### src/rtl/reg_bank16_16.sv
// reg_bank16_16: 16 x 16-bit register bank with one write/modify port.
// Supports plain write, wrap-around add and a sequenced clear-all that
// zeroes one entry per cycle. busy/ack/err give handshake feedback, and
// every entry is exposed as a direct register output (mem0..mem15).
module reg_bank16_16 #(
  parameter int WIDTH = 16,
  parameter int DEPTH = 16
) (
  input  logic             clk,
  input  logic             rst,
  input  logic [1:0]       op,
  input  logic [3:0]       addr,
  input  logic [WIDTH-1:0] wdata,
  output logic             busy,
  output logic             ack,
  output logic             err,
  output logic [WIDTH-1:0] mem0,
  output logic [WIDTH-1:0] mem1,
  output logic [WIDTH-1:0] mem2,
  output logic [WIDTH-1:0] mem3,
  output logic [WIDTH-1:0] mem4,
  output logic [WIDTH-1:0] mem5,
  output logic [WIDTH-1:0] mem6,
  output logic [WIDTH-1:0] mem7,
  output logic [WIDTH-1:0] mem8,
  output logic [WIDTH-1:0] mem9,
  output logic [WIDTH-1:0] mem10,
  output logic [WIDTH-1:0] mem11,
  output logic [WIDTH-1:0] mem12,
  output logic [WIDTH-1:0] mem13,
  output logic [WIDTH-1:0] mem14,
  output logic [WIDTH-1:0] mem15
);

  localparam logic [1:0] OP_NOP   = 2'd0;
  localparam logic [1:0] OP_WRITE = 2'd1;
  localparam logic [1:0] OP_ADD   = 2'd2;
  localparam logic [1:0] OP_CLEAR = 2'd3;

  typedef enum logic {
    IDLE,
    CLEAR
  } state_t;

  state_t           state_q, state_d;
  logic [3:0]       cnt_q, cnt_d;
  logic             ack_q, ack_d;
  logic             err_q, err_d;
  logic [WIDTH-1:0] mem_q [DEPTH];
  logic [WIDTH-1:0] mem_d [DEPTH];

  // Next-state logic: decode the op in IDLE, walk the clear counter in CLEAR.
  // On the final clear cycle the completion ack takes priority over a
  // rejection err so that the two pulses never coincide.
  always_comb begin
    state_d = state_q;
    cnt_d   = cnt_q;
    mem_d   = mem_q;
    ack_d   = 1'b0;
    err_d   = 1'b0;
    case (state_q)
      IDLE: begin
        case (op)
          OP_WRITE: begin
            mem_d[addr] = wdata;
            ack_d       = 1'b1;
          end
          OP_ADD: begin
            mem_d[addr] = mem_q[addr] + wdata;
            ack_d       = 1'b1;
          end
          OP_CLEAR: begin
            state_d = CLEAR;
            cnt_d   = 4'd0;
          end
          default: begin
          end
        endcase
      end
      CLEAR: begin
        mem_d[cnt_q] = '0;
        if (op != OP_NOP) begin
          err_d = 1'b1;
        end
        if (cnt_q == 4'd15) begin
          state_d = IDLE;
          cnt_d   = 4'd0;
          ack_d   = 1'b1;
          err_d   = 1'b0;
        end else begin
          cnt_d = cnt_q + 4'd1;
        end
      end
      default: begin
        state_d = IDLE;
      end
    endcase
  end

  // State, counter, handshake and entry registers with asynchronous reset.
  always_ff @(posedge clk or posedge rst) begin
    if (rst) begin
      state_q <= IDLE;
      cnt_q   <= 4'd0;
      ack_q   <= 1'b0;
      err_q   <= 1'b0;
      for (int i = 0; i < DEPTH; i++) begin
        mem_q[i] <= '0;
      end
    end else begin
      state_q <= state_d;
      cnt_q   <= cnt_d;
      ack_q   <= ack_d;
      err_q   <= err_d;
      for (int i = 0; i < DEPTH; i++) begin
        mem_q[i] <= mem_d[i];
      end
    end
  end

  assign busy  = (state_q == CLEAR);
  assign ack   = ack_q;
  assign err   = err_q;
  assign mem0  = mem_q[0];
  assign mem1  = mem_q[1];
  assign mem2  = mem_q[2];
  assign mem3  = mem_q[3];
  assign mem4  = mem_q[4];
  assign mem5  = mem_q[5];
  assign mem6  = mem_q[6];
  assign mem7  = mem_q[7];
  assign mem8  = mem_q[8];
  assign mem9  = mem_q[9];
  assign mem10 = mem_q[10];
  assign mem11 = mem_q[11];
  assign mem12 = mem_q[12];
  assign mem13 = mem_q[13];
  assign mem14 = mem_q[14];
  assign mem15 = mem_q[15];

endmodule
### config.mk
export PLATFORM = sky130hd
export DESIGN_NAME = reg_bank16_16
export DESIGN_NICKNAME = d
export VERILOG_FILES = /design/src/rtl/reg_bank16_16.sv
export SDC_FILE = /design/constraint.sdc
export NUM_CORES = 1
export LEC_CHECK = 0
export ABC_AREA = 1
export CAP_MARGIN = 30
export CELL_PAD_IN_SITES_DETAIL_PLACEMENT = 1
export CELL_PAD_IN_SITES_GLOBAL_PLACEMENT = 1
export CORE_MARGIN = 2
export CORE_UTILIZATION = 41
export CTS_CLUSTER_SIZE = 10
export DETAILED_ROUTE_END_ITERATION = 8
export PLACE_DENSITY = 0.84
export SETUP_SLACK_MARGIN = 0.05
export SLEW_MARGIN = 20
export SYNTH_ARGS = -nofsm -noshare
export SYNTH_HDL_FRONTEND = slang
export SYNTH_SLANG_ARGS = --single-unit
### constraint.sdc
create_clock -name clk -period 23.9 [get_ports clk]
set_clock_uncertainty 0.05 [all_clocks]
set_input_delay 4.78 -clock clk [delete_from_list [all_inputs] [get_ports clk]]
set_output_delay 4.78 -clock clk [all_outputs]
set_load 0.01 [all_outputs]
==> flow_metrics.env <==
export IMPL_cts_buffer_depth=3
export IMPL_synth_avg_cell_area_um2=8.41
export IMPL_fmax_mhz=101
export IMPL_antenna_found_initial=1
export IMPL_yosys_area_top_type="dfrtp_1"
export IMPL_syn_to_final_growth_pct=30.7
export IMPL_cp_common_cell="o21ai_0"
export IMPL_drive_above_1_share_pct=7.09
export IMPL_h_tree_depth=1
export IMPL_clk_pin_slew_ns=0.06
export IMPL_setup_tns_ns=0
export IMPL_synthFlopType="dfrtp_1"
export IMPL_die_x_um=183
export IMPL_worst_pin_slew_ns=1.06
export IMPL_netlist_area_mm2=0.0131
export IMPL_fp_dieH_um=183
export IMPL_fin_crit_ns=9.93
export IMPL_grt_pass1_wl_mm=91.3
export IMPL_arrival_ns=10.34
export IMPL_relSlewSlack_pct=28.9
export IMPL_place_area_mm2=0.0162
export IMPL_initial_core_util_pct=41.6
export IMPL_setup_ws_ns=13.97
export IMPL_worstSkewPairLatency_ns=0.59
export IMPL_cts_sinks=263
export IMPL_synth_edf_count=0
export IMPL_post_cts_setup_buffers=0
export IMPL_cpMaxStageDelayCell="clkdlybuf4s50_1"
export IMPL_yosysTopAreaCellShare_pct=50.3
export IMPL_grt_usage_pct=36.7
export IMPL_p_leak_nw=7.48
export IMPL_path_class="in2reg"
export IMPL_grt_max_degree=126
export IMPL_setup_viol=0
export IMPL_final_area_mm2=0.0171
export IMPL_cp_end_kind="flop"
export IMPL_numCtsBuffers=31
export IMPL_drv_cap=0
export IMPL_drtIter0Drc=1947
export IMPL_gp_congestion=0.950
export IMPL_routed_wirelength_mm=62.0
export IMPL_yosysWarnings=0
export IMPL_dr_total_vias=14000
export IMPL_nets=1860
export IMPL_dp_slack_ns=13.72
export IMPL_rsz0062_at_grt="no"
export IMPL_path_buf_inv=3
export IMPL_ios=283
export IMPL_ir_drop_v=0.0000777
export IMPL_cp_required_ns=24.31
export IMPL_cts_root_buf="clkbuf_16"
export IMPL_io_buffer_count=282
export IMPL_cts_tree="built"
export IMPL_status="complete, no violations"
export IMPL_syn_inst=1556
export IMPL_hold_class="reg2reg"
export IMPL_ant_nets=0
export IMPL_synth_cell_types=38
export IMPL_worstPathCellList="clkdlybuf4s50_1 -> inv_2 -> nor2_8 -> inv_2 -> o21ai_0 -> o21ai_0 -> nand4_1 -> ha_1 -> a21oi_1 -> o21bai_1 -> a21oi_1 -> nand2_1 -> nand3_1 -> nand2_1 -> o21ai_0"
export IMPL_critPathMaxFanout=35
export IMPL_cts_resized=0
export IMPL_hpwl_mm=44.0
export IMPL_hold_buffers=0
export IMPL_power_density_mw_per_mm2=128
export IMPL_wl_per_cell_um=27.9
export IMPL_synthTopCellsByArea="dfrtp_1 50%, nand2_1 8.5%, o22ai_1 8.0%"
export IMPL_coreArea_mm2=0.0315
export IMPL_yosys_register_bits=263
export IMPL_slew_violations=0
export IMPL_slowest_delay_ns=0.89
export IMPL_worstSetupStartpointType="input port"
export IMPL_period_share_pct=41.6
export IMPL_hold_viol=0
export IMPL_yosysMostFrequentCell="nand2_1"
export IMPL_yosysSeqAreaShare_pct=50.3
export IMPL_ys_top_cells_by_count="298 x nand2_1, 263 x dfrtp_1, 223 x inv_1, 167 x o22ai_1, 141 x o21ai_0"
export IMPL_gr_total_overflow=0
export IMPL_rows=65
export IMPL_synth_nets=1604
export IMPL_async_reset_ff_share_pct=100
export IMPL_fill_cells=3684
export IMPL_viasPerCell=6.30
export IMPL_dieArea_mm2=0.0334
export IMPL_drc_errors=0
export IMPL_first_global_vias=14200
export IMPL_drt_pass1_iterations=6
export IMPL_cp_top_family="compound AO/OA/AOI/OAI gates"
power by group:
| group | leakage, nW | switching, mW | internal [mW] |
|---|---|---|---|
| registers | 3.54 | 0.158 | 0.602 |
| logic | 3.52 | 0.578 | 0.424 |
| clock network | 0.425 | 0.192 | 0.244 |
per-layer routing:
layer,wire (um),up-vias,global-route usage (%)
met2,27900,964,56.6
met3,6200,186,5.81
met5,0,-,0
met1,24800,7063,50.5
li1,-,5791,-
met4,3070,0,18.4
logic make-up after synthesis:
| family | synth area share, % |
|---|---|
| and+or+nand+nor | 15.7 |
| AOI/OAI and AO/OA | 21.7 |
| buffers and inverters | 9.96 |
| DFF | 50.3 |
| adders and majority gates | 2.35 |
| muxes | 0.0765 |
placed cells by master, fill, tap and decap left out, types with 7 or more instances in the layout:
cell type,instances
nand4_1,21
o221ai_1,31
dfrtp_1,263
nand2_1,298
inv_2,22
a21oi_1,40
clkdlybuf4s50_1,282
o21ai_2,13
a22oi_1,39
o21ai_0,141
o21ai_1,23
nand2_2,14
nor2_1,73
clkbuf_16,31
nor2_2,8
o22ai_1,167
nor2_4,7
buf_4,15
nand3_1,47
inv_1,222
ha_1,23
worst reg2reg max path, cell delays in order, from the launching register on:
cell      delay (ns)
dfrtp_1         0.40
a22oi_1         0.46
o221ai_1        0.32
nand2_1         0.15
nand4_1         0.20
ha_1            0.31
fa_1            0.44
nand2_1         0.13
a21oi_2         0.09
nand3_1         0.07
nand2_1         0.16
a21oi_1         0.22
nand2_1         0.08
nand3_1         0.10
nand2_1         0.57
o21ai_0         0.48
metrics by stage:
stage                     utilization, %  hold slack, ns  cells  power (mW)
after floorplan                        -           0.470   1556        1.17
after global placement              51.4           0.447   2177        1.69
after detailed placement            51.4           0.467   2177        1.73
after CTS                           54.1           0.481   2218        2.17
after global routing                54.4           0.514   2223        2.28
final                               54.4           0.483   2223        2.20
path summary, 6_finish.rpt:
| check | depth (start not counted) | to | slack [ns] | from |
|---|---|---|---|---|
| max in group asynchronous | 3 | mem12[10]$_DFFE_PP0P_ | 17.61 | rst |
| hold reg to reg | 2 | mem8[10]$_DFFE_PP0P_ | 0.48 | mem8[10]$_DFFE_PP0P_ |
| hold / removal | 2 | mem8[10]$_DFFE_PP0P_ | 0.48 | mem8[10]$_DFFE_PP0P_ |
| setup reg to reg | 15 | mem14[10]$_DFFE_PP0P_ | 19.56 | mem8[0]$_DFFE_PP0P_ |
| min in group asynchronous | 2 | mem6[5]$_DFFE_PP0P_ | 4.73 | rst |
| setup / recovery | 15 | mem14[10]$_DFFE_PP0P_ | 13.97 | addr[0] |
sequential cells by signal (all words and copies together), names as in the netlist, 4 cells and up:
signal / count
mem0: 16
mem15: 16
cnt_q: 4
mem9: 16
mem7: 16
mem6: 16
mem13: 16
mem11: 16
mem2: 16
mem10: 16
mem4: 16
mem3: 16
mem5: 16
mem14: 16
mem1: 16
mem8: 16
mem12: 16
area by class of cell:
| type | instances | area, um^2 | share of cell area (%) |
|---|---|---|---|
| Clock buffer | 39 | 846 | 4.94 |
| Multi-Input combinational cell | 969 | 5220 | 30.5 |
| Antenna cell | 1 | 2.50 | 0.0146 |
| Sequential cell | 263 | 6580 | 38.5 |
| Inverter | 246 | 931 | 5.44 |
| Tap cell | 402 | 503 | 2.94 |
| Clock inverter | 2 | 27.5 | 0.161 |
| Timing Repair Buffer | 301 | 3010 | 17.6 |
Power figures use the tool's default switching activity.
==> patch: new RTL, config.mk and constraints unchanged <==
The output `err` loses its register stage (`err_q` becomes a continuous assignment).
--- a/src/rtl/reg_bank16_16.sv
+++ b/src/rtl/reg_bank16_16.sv
@@ -103,7 +103,6 @@
       state_q <= IDLE;
       cnt_q   <= 4'd0;
       ack_q   <= 1'b0;
-      err_q   <= 1'b0;
       for (int i = 0; i < DEPTH; i++) begin
         mem_q[i] <= '0;
       end
@@ -111,12 +110,13 @@
       state_q <= state_d;
       cnt_q   <= cnt_d;
       ack_q   <= ack_d;
-      err_q   <= err_d;
       for (int i = 0; i < DEPTH; i++) begin
         mem_q[i] <= mem_d[i];
       end
     end
   end
+
+  assign err_q = err_d;
 
   assign busy  = (state_q == CLEAR);
   assign ack   = ack_q;
Behaviour: not the same (a bounded check fails within 4 cycles, from zero or initial values and one cycle with rst high).
==> patch against the original RTL <==
Power down 2.1%; sequential cell count down 1; final area down 0.66%; clock power down 5.0%; routed wire length down 3.4%; area after synthesis down 0.19%; critical path type is now in2out; setup slack worse by 1200 ps; critical path depth down 10; sequential power down 1%.
==> patch: results (changes against the original RTL) <==
Outcome
  – Run status: complete, no violations

Critical path
  – RR Startpoint: mem4[6]
  – CP arrival: 6260 ps (-4080 ps)
  – Crit-path max FO: 3 (-91%)
  – Critical Path Source: op[0]

Yosys
  – Sequential share of the synthesized area: 50.2% (-0.095 points)
  – Syn. warnings: 0 (unchanged)
  – Top post-synthesis cells by area: dfrtp_1 (50%), nand2_1 (8.6%), o22ai_1 (8.0%)
  – Top cells by count, synth: nand2_1 (298), dfrtp_1 (262), inv_1 (223)
  – Syn nets: 1,603 (-0.062%)

Place
  – Port bufs: 282 (unchanged)
  – Post-DP Area: 0.0162 mm^2 (about the same)
  – HPWL after DPL: 42.8 mm (-2.7%)
  – Placer congestion estimate: 0.931 (-2.0%)

Routing
  – Total wire length: 59.9 mm (-3.4%)
  – DR vias: 13,800 (-1.7%)
  – Initial DRC count: 1,573 (-19%)

Cells and area
  – Nets@finish: 1,856 (-0.22%)
  – Antenna diode count: 0 (-1)
  – # fillers: 3,702 (+0.49%)
  – Layout cells sized above 1: 6.78% (-0.31 points)

Clocking
  – Skew-Pair Late Insertion Delay: 570 ps (-20 ps)

STA
  – Rel. slew slack: 30.9% (+2.0 points)

Hold path
  – Worst hold start: mem9[14]

Global routing
  – Gr usage total: 35.4% (-1.4 points)
  – First-pass GRT wire length: 88.3 mm (-3.3%)
  – Largest net degree at the start of global routing: 75 (-40%)

Pwr
  – Leakage: 0.00742 uW (-0.72%)
  – Sw frac: 41.8% (-0.43 points)
  – Peak supply drop: 0.0634 mV (-18%)
==> patch: per-stage QoR <==
| stage | hold slack, ps | total power (uW) | setup slack (ps) | std cells | util (%) |
|---|---|---|---|---|---|
| after global routing | 509 | 2240 | 12730 | 2216 | 54.0 |
| after floorplan | 470 | 1170 | 11860 | 1555 | - |
| after detailed placement | 460 | 1710 | 12790 | 2175 | 51.3 |
| after CTS | 474 | 2130 | 12790 | 2213 | 53.9 |
| after global placement | 447 | 1680 | 12880 | 2174 | 51.2 |
| final | 478 | 2150 | 12810 | 2216 | 54.0 |
==> patch: layout make-up <==
class / count / share of cell area (%)
multi-input combinational: 969 / 30.7
inverter: 246 / 5.48
sequential: 262 / 38.6
clock buffer: 38 / 4.78
tap: 402 / 2.96
timing repair buffer: 299 / 17.6
==> patch: power groups by stage <==
stage | Sequential, uW | Combinational [uW] | Clock, uW
final | 751 | 988 | 414
after global placement | 747 | 930 | 0
after detailed placement | 751 | 960 | 0
after floorplan | 770 | 396 | 0
after CTS | 746 | 970 | 413
after global routing | 762 | 1050 | 427
==> patch: per-layer routing <==
layer / global-route usage (%) / wire length [um] / vias to the layer above
li1: - / - / 5758
met1: 47.2 / 23200 / 6896
met2: 55.3 / 27200 / 940
met3: 8.42 / 6780 / 174
met4: 14.9 / 2810 / 0
met5: 0 / 0 / -
==> patch: worst max-delay path: stages <==
cell and delay (ps):
clkdlybuf4s50_1 520, inv_1 80, ha_1 200, nor2_1 120, clkdlybuf4s50_1 570
==> patch: logic make-up (layout without fill, tap and decap cells) <==
group	count (synthesis)	after routing	synth area share [%]
AOI/OAI and AO/OA	467	467	21.7
adders and majority gates	24	24	2.36
buffers and inverters	324	583	9.98
DFF	262	262	50.2
muxes	1	1	0.0766
and+or+nand+nor	477	477	15.7
==> patch: worst paths after layout <==
check / to / slack, ps / cells after the start
max: err / 12810 / 5
min: mem9[14] / 480 / 2
max reg2reg: mem9[9] / 19460 / 12
min reg2reg: mem9[14] / 480 / 2
max in group asynchronous: mem5[7] / 17710 / 4
min in group asynchronous: mem7[7] / 4640 / 2
